## config.mk

```make
export PLATFORM = sky130hd
export DESIGN_NAME = scan_ctrl
export DESIGN_NICKNAME = d
export VERILOG_FILES = /design/src/rtl/scan_pkg.sv /design/src/rtl/scan_axis_cnt.sv /design/src/rtl/scan_ctrl.sv
export SDC_FILE = /design/constraint.sdc
export NUM_CORES = 1
export LEC_CHECK = 0
export BUFFER_PORTS_ARGS = -buffer_cell sky130_fd_sc_hd__buf_2
export CORE_MARGIN = 2
export CORE_UTILIZATION = 54
export DETAILED_ROUTE_END_ITERATION = 8
export PLACE_DENSITY = 0.88
export SLEW_MARGIN = 40
export SYNTH_ARGS = -nofsm -noshare
export SYNTH_HDL_FRONTEND = slang
export SYNTH_SLANG_ARGS = --single-unit
```

## constraint.sdc

```tcl
create_clock -name clk -period 6.6 [get_ports clk]
set_input_delay 1.32 -clock clk [delete_from_list [all_inputs] [get_ports clk]]
set_output_delay 1.32 -clock clk [all_outputs]
set_load 0.03 [all_outputs]
```

## src/rtl/scan_pkg.sv

```systemverilog
// rtl/scan_pkg.sv - shared types and defaults for the strided 2D scan sequencer.
package scan_pkg;

   localparam int SCAN_ADDR_W = 32;
   localparam int SCAN_CNT_W  = 16;

   typedef enum logic [1:0] {
      IDLE = 2'd0,
      RUN  = 2'd1,
      DONE = 2'd2
   } scan_state_t;

   typedef struct packed {
      logic [SCAN_ADDR_W-1:0] base;
      logic [SCAN_ADDR_W-1:0] x_stride;
      logic [SCAN_ADDR_W-1:0] y_stride;
      logic [SCAN_CNT_W-1:0]  x_count;
      logic [SCAN_CNT_W-1:0]  y_count;
   } scan_cfg_t;

endpackage

```

## src/rtl/scan_axis_cnt.sv

```systemverilog
// rtl/scan_axis_cnt.sv - one scan axis index counter; wraps to zero after count-1.
module scan_axis_cnt
   import scan_pkg::*;
#(
   parameter int CNT_W = SCAN_CNT_W
) (
   input  logic             clk,
   input  logic             rst,
   input  logic             clr_i,
   input  logic             inc_i,
   input  logic [CNT_W-1:0] count_i,
   output logic [CNT_W-1:0] idx_o,
   output logic             wrap_o
);

   logic [CNT_W-1:0] idx_q;
   logic [CNT_W-1:0] idx_d;

   assign wrap_o = (idx_q == count_i - CNT_W'(1));
   assign idx_o  = idx_q;

   always_comb begin
      idx_d = idx_q;
      if (clr_i) begin
         idx_d = '0;
      end else if (inc_i) begin
         idx_d = wrap_o ? '0 : idx_q + CNT_W'(1);
      end
   end

   always_ff @(posedge clk or posedge rst) begin
      if (rst) begin
         idx_q <= '0;
      end else begin
         idx_q <= idx_d;
      end
   end

endmodule

```

## src/rtl/scan_ctrl.sv

```systemverilog
// rtl/scan_ctrl.sv - strided 2D address scan sequencer, x-major, valid/ready output.
// Optional addr_last output enabled by defining SCAN_CTRL_LAST_EN.
module scan_ctrl
   import scan_pkg::*;
#(
   parameter int ADDR_W = SCAN_ADDR_W,
   parameter int CNT_W  = SCAN_CNT_W
) (
   input  logic              clk,
   input  logic              rst,
   input  logic              start,
   input  logic              abort,
   input  logic [ADDR_W-1:0] cfg_base,
   input  logic [ADDR_W-1:0] cfg_x_stride,
   input  logic [ADDR_W-1:0] cfg_y_stride,
   input  logic [CNT_W-1:0]  cfg_x_count,
   input  logic [CNT_W-1:0]  cfg_y_count,
   output logic              busy,
   output logic              done,
   output logic [ADDR_W-1:0] addr,
   output logic              addr_valid,
`ifdef SCAN_CTRL_LAST_EN
   output logic              addr_last,
`endif
   input  logic              addr_ready
);

   scan_state_t       state_q, state_d;
   scan_cfg_t         cfg_q, cfg_d;
   logic [ADDR_W-1:0] addr_q, addr_d;
   logic [ADDR_W-1:0] row_q, row_d;
   logic              busy_q, busy_d;
   logic              valid_q, valid_d;
   logic              done_q, done_d;

   logic              accept;
   logic              cnt_clr;
   logic              x_inc, y_inc;
   logic              x_wrap, y_wrap;
   logic [CNT_W-1:0]  x_idx, y_idx;
   logic [CNT_W-1:0]  x_count, y_count;
   logic [ADDR_W-1:0] x_stride, y_stride;

`ifdef SCAN_CTRL_LAST_EN
   logic              last_q, last_d;
`endif

   assign x_count  = CNT_W'(cfg_q.x_count);
   assign y_count  = CNT_W'(cfg_q.y_count);
   assign x_stride = ADDR_W'(cfg_q.x_stride);
   assign y_stride = ADDR_W'(cfg_q.y_stride);
   assign accept   = valid_q & addr_ready;

   // The first beat address comes straight from cfg_base, so the latched base is kept only as a record.
   logic unused_cfg;
   assign unused_cfg = ^{cfg_q.base, x_idx, y_idx};

   scan_axis_cnt #(.CNT_W(CNT_W)) u_x_cnt (
      .clk     (clk),
      .rst     (rst),
      .clr_i   (cnt_clr),
      .inc_i   (x_inc),
      .count_i (x_count),
      .idx_o   (x_idx),
      .wrap_o  (x_wrap)
   );

   scan_axis_cnt #(.CNT_W(CNT_W)) u_y_cnt (
      .clk     (clk),
      .rst     (rst),
      .clr_i   (cnt_clr),
      .inc_i   (y_inc),
      .count_i (y_count),
      .idx_o   (y_idx),
      .wrap_o  (y_wrap)
   );

   always_comb begin
      state_d = state_q;
      cfg_d   = cfg_q;
      addr_d  = addr_q;
      row_d   = row_q;
      busy_d  = busy_q;
      valid_d = valid_q;
      done_d  = 1'b0;
      cnt_clr = 1'b0;
      x_inc   = 1'b0;
      y_inc   = 1'b0;
`ifdef SCAN_CTRL_LAST_EN
      last_d  = last_q;
`endif

      case (state_q)
         IDLE: begin
            if (start) begin
               cfg_d.base     = SCAN_ADDR_W'(cfg_base);
               cfg_d.x_stride = SCAN_ADDR_W'(cfg_x_stride);
               cfg_d.y_stride = SCAN_ADDR_W'(cfg_y_stride);
               cfg_d.x_count  = SCAN_CNT_W'(cfg_x_count);
               cfg_d.y_count  = SCAN_CNT_W'(cfg_y_count);
               cnt_clr        = 1'b1;
               if (cfg_x_count == '0 || cfg_y_count == '0) begin
                  state_d = DONE;
                  done_d  = 1'b1;
               end else begin
                  state_d = RUN;
                  busy_d  = 1'b1;
                  valid_d = 1'b1;
                  addr_d  = cfg_base;
                  row_d   = cfg_base;
`ifdef SCAN_CTRL_LAST_EN
                  last_d  = (cfg_x_count == CNT_W'(1)) && (cfg_y_count == CNT_W'(1));
`endif
               end
            end
         end

         RUN: begin
            x_inc = accept;
            y_inc = accept & x_wrap;
            if (abort) begin
               state_d = IDLE;
               busy_d  = 1'b0;
               valid_d = 1'b0;
`ifdef SCAN_CTRL_LAST_EN
               last_d  = 1'b0;
`endif
            end else if (accept) begin
               if (x_wrap && y_wrap) begin
                  state_d = DONE;
                  done_d  = 1'b1;
                  busy_d  = 1'b0;
                  valid_d = 1'b0;
`ifdef SCAN_CTRL_LAST_EN
                  last_d  = 1'b0;
`endif
               end else if (x_wrap) begin
                  row_d  = row_q + y_stride;
                  addr_d = row_q + y_stride;
`ifdef SCAN_CTRL_LAST_EN
                  last_d = (x_count == CNT_W'(1)) && (y_idx + CNT_W'(1) == y_count - CNT_W'(1));
`endif
               end else begin
                  addr_d = addr_q + x_stride;
`ifdef SCAN_CTRL_LAST_EN
                  last_d = y_wrap && (x_idx + CNT_W'(1) == x_count - CNT_W'(1));
`endif
               end
            end
         end

         DONE: begin
            state_d = IDLE;
         end

         default: begin
            state_d = IDLE;
            busy_d  = 1'b0;
            valid_d = 1'b0;
         end
      endcase
   end

   always_ff @(posedge clk or posedge rst) begin
      if (rst) begin
         state_q <= IDLE;
         cfg_q   <= '0;
         addr_q  <= '0;
         row_q   <= '0;
         busy_q  <= 1'b0;
         valid_q <= 1'b0;
         done_q  <= 1'b0;
      end else begin
         state_q <= state_d;
         cfg_q   <= cfg_d;
         addr_q  <= addr_d;
         row_q   <= row_d;
         busy_q  <= busy_d;
         valid_q <= valid_d;
         done_q  <= done_d;
      end
   end

`ifdef SCAN_CTRL_LAST_EN
   always_ff @(posedge clk or posedge rst) begin
      if (rst) begin
         last_q <= 1'b0;
      end else begin
         last_q <= last_d;
      end
   end

   assign addr_last = last_q;
`endif

   assign busy       = busy_q;
   assign done       = done_q;
   assign addr       = addr_q;
   assign addr_valid = valid_q;

endmodule

```

# After elaboration in Yosys (flattened, before gate mapping)
# Index checks and enable logic that the tools add are counted.
totals:
  ff_bits: 196
  inputBits: 133
  rom_bits: 0
  wordCells: 85
  n_memories: 0
  output_inout_bits: 35
  ram_bits: 0
  latchBits: 0
classes:
  n_bitwise: 3
  mux: 40
  add_sub_neg: 6
  mul: 0
  n_shift: 0
  n_div: 0
  eq_ne: 12
  magnitude_cmp: 0
  reduce_logical: 13
op_table:
  columns: ["cell", "n"]
  rows:
  - ["two-way mux 32 bit", 10]
  - ["one-hot mux 32 bit (2 select lines)", 2]
  - ["two-way mux 16 bit", 6]
  - ["adder 32 bit", 2]
  - ["adder 16 x 1 -> 16 bit (second input constant)", 2]
  - ["equality test 16 bit", 2]
  - ["zero test 16 bit", 2]
  - ["subtractor 16 x 1 -> 16 bit (second input constant)", 2]
  - ["two-way mux 1 bit", 14]
  - ["two-way mux 2 bit", 5]
  - ["inequality test 2 bit (second input constant)", 5]
  - ["AND reduction 7 bit", 1]
  - ["inequality test 3 bit (second input constant)", 2]
  - ["AND reduction 6 bit", 1]
  - ["nonzero test 2 bit", 3]
  - ["AND reduction 5 bit", 1]
  - ["one-hot mux 2 bit (2 select lines)", 1]
  - ["one-hot mux 1 bit (3 select lines)", 1]
  - ["AND reduction 3 bit", 1]
  - ["bitwise AND 1 bit", 2]
  - ["equality test 2 x 1 -> 1 bit (second input constant)", 1]
  - ["equality test 2 bit (second input constant)", 1]
  - ["zero test 2 bit", 1]
  - ["inequality test 2 x 1 -> 1 bit (second input constant)", 1]
  - ["5 further kinds", 5]

# Depth between registers and ports, before layout
# Gate-level depths: netlist (run 1).
logic_depth:
  ltp_word: 7
  ltp_mapped: 14
  ltp_nobuf: 12

# Hierarchy
# From an unflattened synthesis (run 1), not the netlist that was laid out.
unflattened:
  cells_unflattened: 1428
  hier_area_um2: 13337.8
by_module_without_submodules:
  columns: ["mod", "n_inst", "area_per_inst_um2", "seq_area_each_um2", "cells_each"]
  rows:
  - ["scan_ctrl", 1, 10247.3, 4103.9, 1072]
  - ["scan_axis_cnt", 2, 1545.2, 400.4, 178]

# Worst setup path after synthesis (run 1)
# Ideal clock, no wire load.
synth_timing:
  kind: "register to register"
  startpoint: "register cfg_q (netlist bit x_count[0])"
  endpoint: "register row_q[0]"
  stages_incl_launch_ff: 13
  t_arrival_ns: 3.294
  synth_period_minus_slack_ns: 3.422
  required_time_ns: 6.472
  setup_slack_ns: 3.178
  path_buffers: 1
  setup_time_ns: 0.128
  cell_sequence: "dfrtp_1 > inv_1 > ha_1 > or3b_1 > nor4b_2 > o211a_1 > a2bb2o_4 > or4b_4 > nor2_2 > a21oi_1 > nand2_1 > buf_4 > mux2_1"
synth_between:
  elab_chain_cells: 5
  elab_cells_between_ends: 6
  classes_between: "add/sub (1); eq/ne (3); reduce/logical (2)"
synth_lines:
  columns: ["item", "line", "source"]
  rows:
  - ["start, declared", "scan_ctrl.sv:29", "scan_cfg_t cfg_q, cfg_d;"]
  - ["start signal, assigned", "scan_ctrl.sv:175", "cfg_q <= cfg_d;"]
  - ["subtractor 16 x 1 -> 16 bit (*)", "scan_axis_cnt.sv:19", "assign wrap_o = (idx_q == count_i - CNT_W'(1));"]
  - ["equality test 16 bit (*)", "scan_axis_cnt.sv:19", null]
  - ["logical AND 1 bit", "scan_ctrl.sv:129", "if (x_wrap && y_wrap) begin"]
  - ["inequality test 2 bit (no line)", null, null]
  - ["AND reduction 7 bit (no line) (*)", null, null]
  - ["end signal, assigned", "scan_ctrl.sv:177", "row_q <= row_d;"]
  - ["end, declared", "scan_ctrl.sv:31", "logic [ADDR_W-1:0] row_q, row_d;"]
# Every way passes the cells marked *; elsewhere a longest branch is shown, timed or not.
# A chain may end at the register's enable or synchronous reset.

# Worst setup path after layout (run 1)
layout_timing:
  startpoint: "register cfg_q (netlist bit x_count[0])"
  endpoint: "register row_q[17]"
# Same word-level chain as after synthesis.

==> results of run 1 <==
## flip-flops by register name, summed over array words and instances (netlist names), 16 cells and up
name and cells:
x_stride 32, addr 32, y_count 16, u_y_cnt.idx_o 16, x_count 16, y_stride 32
row_q 32, u_x_cnt.idx_o 16
## stage by stage
| step | power, uW | cells |
|---|---|---|
| after detailed placement | 5030 | 1997 |
| final | 6160 | 2030 |
| after global placement | 4930 | 1994 |
| after global routing | 6590 | 2029 |
| after floorplan | 4230 | 1570 |
| after CTS | 6100 | 2029 |
## power breakdown
part	internal [uW]	switching (uW)	leakage [uW]
registers	1520	328	0.00246
logic	1300	1970	0.00448
clock network	570	470	0.000288
total	3390	2760	0.00722
## area by class of cell
type	instances	area (sq um)
fill	2002	8840
multi-input combinational	1268	7780
sequential	196	4900
timing repair buffer	176	967
clock buffer	20	447
tap	319	399
inverter	38	146
clock inverter	12	129
antenna	1	2.50
## worst paths after layout
kind,to,cells after the start
min,y_stride[28],2
max in group asynchronous,y_count[7],5
min reg2reg,y_stride[28],2
max,row_q[17],12
max reg2reg,row_q[17],12
min in group asynchronous,y_stride[5],3
## logic make-up after synthesis
kind of cell               after synthesis  synth area share [%]
AOI/OAI and AO/OA                      370                  18.1
xor gates and xnor gates                95                  6.37
adders and majority gates               68                  6.63
buffers and inverters                  106                  3.24
DFF                                    196                  37.6
muxes                                   57                  4.73
and+or+nand+nor                        678                  23.4
## routing by layer
metal  vias to the layer above  share of wire [%]
met5                         -                  0
met4                         0                4.4
met3                       105                7.3
met2                       539                 46
met1                      5708                 43
li1                       5754                  -
## critical path: cells and delay by family (launching register included)
kind,cells,cell delay (ns)
AND/OR/NAND/NOR,6,2.43
AO/OA/AOI/OAI,2,0.38
buffers and inverters,2,0.54
multiplexers,1,0.37
adder cells (fa/ha/maj),1,0.20
flip-flops,1,0.44
## cells in the mapped netlist (32+ instances only)
library cell	count	area, sq um
nand3_1	32	160
xnor2_1	54	473
dfrtp_1	196	4900
nor3_1	32	160
nand2_1	405	1520
ha_1	66	826
o21ai_0	113	566
a21oi_1	76	380
clkbuf_1	54	203
nor2_1	78	293
inv_1	38	143
xor2_1	41	359
==> impl_metrics.csv, run 1 <==
group,metric,value,unit
critical_path,crit_required,6.91,ns
power_and_ir_drop,ir_drop,0.210,mV
logic_synthesis,ys_seq_area_share,37.6,%
critical_path,cp_slowest_cell,"or4b_4",
critical_path,worstSetupEndpointType,"flop",
power_and_ir_drop,leakagePower,0.00722,uW
detailed_routing,num_vias,12106,
sta,period_share,68.3,%
floorplanning,die_x,159,um
logic_synthesis,yosys_register_bits,196,
critical_path,critPathKind,"flop to flop",
logic_synthesis,synth-edff-count,0,
placed_design,hpwl,25.5,mm
placed_design,dp_slack,2.05,ns
critical_path,crit_chain,"inv_1 -> ha_1 -> or3b_1 -> and2_1 -> nor4_1 -> o22ai_1 -> or4b_4 -> nor2_2 -> a21oi_2 -> nand2_1 -> buf_4 -> mux2_1",
final_layout,nets,1898,
grt,use_met3,4.17,%
grt,grt_util_all_layers,27.2,%
detailed_routing,wl_per_cell,17.1,um
final_layout,final_cell_mix,"nand2_1 (404), dfrtp_1 (196), buf_2 (167)",
sta,tightest_slew,0.790,ns
detailed_routing,routed_wl,34.7,mm
clock_network,clkSlewWorstSetupHoldPaths,0.07,ns
grt,grt_pass1_wl,56.9,mm
clock_network,postCtsHoldBufs,0,
clock_network,clock-sinks,196,
grt,grt_max_degree,114,
detailed_routing,ant_nets,0,
detailed_routing,drt_drc_violations_left,0,
placed_design,place.gp.congestion,0.944,
critical_path,crit_start,"x_count[0]",
placed_design,placed_cell_area,0.0142,sq mm
grt,grt_antenna_before_repair,0,
clock_network,post_cts_buffers,0,
clock_network,cts_resized,0,
grt,grt_use_met1,36.0,%
clock_network,worstSkewPairLatency,0.44,ns
critical_path,startpoint_type,"flop",
power_and_ir_drop,power_density,417,mW/mm^2
final_layout,drive_gt1_share,14.2,%
critical_path,cp.arrival,4.82,ns
critical_path,r2r_setup_slack,2.09,ns
detailed_routing,drtIter0Drc,1124,
grt,met2_usage,43.5,%
sta,fin_crit,4.51,ns
clock_network,root_buffer,"clkbuf_16",
sta,setup_ws,2.09,ns
grt,top_usage_layer,"met2",
outcome,outcome,"finished, final reports clean",
logic_synthesis,ys.flop_type,"dfrtp_1",
grt,overflow,0,
logic_synthesis,synth_area,0.0131,sq mm
floorplanning,die-area,0.0254,sq mm
final_layout,area_growth,13.2,%
sta,holdWs,0.486,ns
final_layout,final_util,62.6,%
critical_path,rr_startpoint,"x_count[0]",
logic_synthesis,synth.distinct_cells,78,
flow_run,drv_cap,0,
sta,relSlewSlack,47.3,%
clock_network,numCtsBuffers,17,
logic_synthesis,syn_area_per_cell,8.32,sq um
hold_path,worstHoldPathType,"flop to flop",
clock_network,clk_path_buf_depth,2,
floorplanning,ios,168,
floorplanning,die_h,159,um
critical_path,max_stage_delay,0.79,ns
detailed_routing,first_pass_iters,5,
final_layout,fin_area,0.0148,sq mm
placed_design,io_buffers,167,
sta,final_max_slew_viol_count,0,
sta,max_freq,222,MHz
grt,grt_pass1_vias,11796,
final_layout,final_common_cell,"nand2_1",
floorplanning,rows,56,
floorplanning,start_util,55.3,%
sta,setup-tns-final,0,ns
clock_network,h-tree-depth,4,
sta,finClkSkew,0.0125,ns
hold_path,hp-start,"y_stride[28]",
floorplanning,core_area,0.0236,sq mm
critical_path,critPathMaxFanout,39,
clock_network,cts_tree,"yes",
logic_synthesis,synthesis.instances,1570,
sta,rsz0062_at_grt,"false",
logic_synthesis,synthesis.nets,1771,
detailed_routing,viasPerCell,5.96,
logic_synthesis,yosysWarnings,0,
sta,setup_viol,0,
logic_synthesis,synth_async_sr_flop_share,100,%
sta,hold_viol_final,0,
Power figures use the tool's default switching activity.
==> run 2: changes to the inputs <==
==> constraint.sdc (replaced) <==
create_clock -name clk -period 4.1 [get_ports clk]
set_input_delay 0.82 -clock clk [delete_from_list [all_inputs] [get_ports clk]]
set_output_delay 0.82 -clock clk [all_outputs]
set_load 0.03 [all_outputs]
==> run 2 against run 1 <==
Core utilization is 0.34 points higher. Critical path depth is 1 lower. Clock power is 71% higher. First-iteration DRC count is 1.2% higher. Final area is 0.54% higher. Die area stayed put. Sequential cell count stayed put. Maximum frequency is 15% higher. Total power is 63% higher. Highest routed layer is now met5. Non-clock buffer count is 9 higher. Clock-buffer cell count is 1 lower. Combinational power is 62% higher.
==> impl_metrics.csv, run 2 (synthesized netlist as in run 1, its figures left out) <==
group,metric,value,unit
sta,setup_viol,0,
detailed_routing,ant_nets,0,
clock_network,h-tree-depth,4,
clock_network,post_cts_buffers,0,
grt,grt_pass1_vias,11811,
clock_network,cts_tree,"yes",
critical_path,r2r_setup_slack,0.17,ns
clock_network,clk_path_buf_depth,2,
final_layout,final_common_cell,"nand2_1",
floorplanning,die-area,0.0254,sq mm
detailed_routing,num_vias,12189,
critical_path,cp_slowest_cell,"or4b_4",
floorplanning,ios,168,
outcome,outcome,"finished, final reports clean",
floorplanning,die_x,159,um
critical_path,crit_required,4.47,ns
sta,finClkSkew,0.0126,ns
critical_path,crit_start,"x_count[0]",
critical_path,r2r_cells,11,
critical_path,reg2reg_to,"u_y_cnt.idx_o[8]",
power_and_ir_drop,ir_drop,0.355,mV
final_layout,final_cell_mix,"nand2_1 (404), dfrtp_1 (196), buf_2 (167)",
hold_path,worstHoldPathType,"input pin to async pin",
critical_path,cp.arrival,4.29,ns
grt,grt_util_all_layers,28.2,%
critical_path,critPathMaxFanout,27,
placed_design,io_buffers,167,
clock_network,postCtsHoldBufs,0,
clock_network,worstSkewPairLatency,0.45,ns
final_layout,nets,1907,
placed_design,place.gp.congestion,0.955,
detailed_routing,viasPerCell,5.98,
clock_network,clock-sinks,196,
critical_path,max_stage_delay,0.56,ns
sta,tightest_slew,0.738,ns
grt,overflow,0,
critical_path,crit_chain,"inv_1 -> ha_1 -> or3b_1 -> nor4b_2 -> o211a_1 -> a2bb2o_4 -> or4b_4 -> buf_4 -> or3_1 -> or3b_1 -> a21oi_1",
clock_network,root_buffer,"clkbuf_16",
grt,grt_pass1_wl,59.0,mm
clock_network,numCtsBuffers,17,
detailed_routing,drtIter0Drc,1138,
final_layout,area_growth,13.8,%
sta,fin_crit,3.93,ns
flow_run,drv_cap,0,
sta,final_max_slew_viol_count,0,
sta,relSlewSlack,50.8,%
critical_path,startpoint_type,"flop",
power_and_ir_drop,power,10100,uW
final_layout,drive_gt1_share,14.6,%
critical_path,rr_startpoint,"x_count[0]",
detailed_routing,first_pass_iters,6,
floorplanning,core_area,0.0236,sq mm
detailed_routing,routed_wl,35.6,mm
clock_network,cts_resized,0,
final_layout,n_antenna_cell,0,
detailed_routing,drt_drc_violations_left,0,
critical_path,worstSetupEndpointType,"flop",
floorplanning,rows,56,
floorplanning,start_util,55.3,%
power_and_ir_drop,leakagePower,0.00726,uW
sta,period_share,95.7,%
placed_design,hpwl,26.1,mm
critical_path,crit_top_cell,"or3b_1",
grt,grt_antenna_before_repair,1,
sta,hold_viol_final,0,
sta,setup-tns-final,0,ns
detailed_routing,wl_per_cell,17.5,um
power_and_ir_drop,power_density,677,mW/mm^2
grt,grt_max_degree,112,
floorplanning,die_h,159,um
sta,rsz0062_at_grt,"false",
critical_path,critPathKind,"flop to flop",
sta,max_freq,255,MHz
clock_network,clkSlewWorstSetupHoldPaths,0.07,ns
[run 2: changes by cell type in the layout (fill, tap and decap cells not counted), sizes merged]
cell,delta
diode,-1
clkinv,-6
inv,+3
buf,+9
clkbuf,-1
bufinv,+1
clkinvlp,+3
[run 2: final cells by class]
type,count,area [sq um]
Fill cell,1945,8760
Clock inverter,13,170
Tap cell,319,399
Timing Repair Buffer,185,1020
Clock buffer,19,443
Sequential cell,196,4900
Multi-Input combinational cell,1268,7770
Inverter,38,146
[run 2: worst max-delay path by stage]
stage / end / slack [ns]
final: u_y_cnt.idx_o[8] / 0.17
after global routing: row_q[7] / 0.02
after CTS: u_y_cnt.idx_o[8] / 0.18
after detailed placement: u_y_cnt.idx_o[8] / 0.22
after global placement: u_y_cnt.idx_o[8] / 0.32
after floorplan: row_q[0] / 0.68
[run 2: through the flow]
step / util (%) / cell area [sq um] / std cells / hold slack (ns) / setup slack [ns]
after floorplan: - / 13100 / 1570 / 0.450 / 0.678
after global placement: 60.3 / 14200 / 2006 / 0.469 / 0.318
after detailed placement: 60.3 / 14200 / 2006 / 0.476 / 0.219
after CTS: 62.9 / 14900 / 2038 / 0.260 / 0.181
after global routing: 62.9 / 14900 / 2038 / 0.260 / 0.0194
final: 62.9 / 14900 / 2038 / 0.262 / 0.174
[run 2: per-layer routing]
metal  global-route usage (%)  part of all wire (%)  vias to the layer above
li1                         -                     -                     5766
met1                     37.4                    42                     5720
met2                     45.6                    46                      595
met3                     4.30                   8.3                      106
met4                     13.2                   4.0                        2
met5                        0                 0.034                        -
[run 2: critical path, delay by kind of cell (launching register included)]
kind                     cells  cell delay, ns
AO/OA/AOI/OAI                3            0.58
adder cells (fa/ha/maj)      1            0.20
buffers and inverters        2            0.36
flip-flops                   1            0.45
AND/OR/NAND/NOR              5            2.24
[run 2: power by group]
group	total [uW]	leakage, uW	internal [uW]	switching [uW]
Clock	1780	0.000291	987	795
Combinational	5300	0.00451	2110	3190
Sequential	2980	0.00246	2450	533
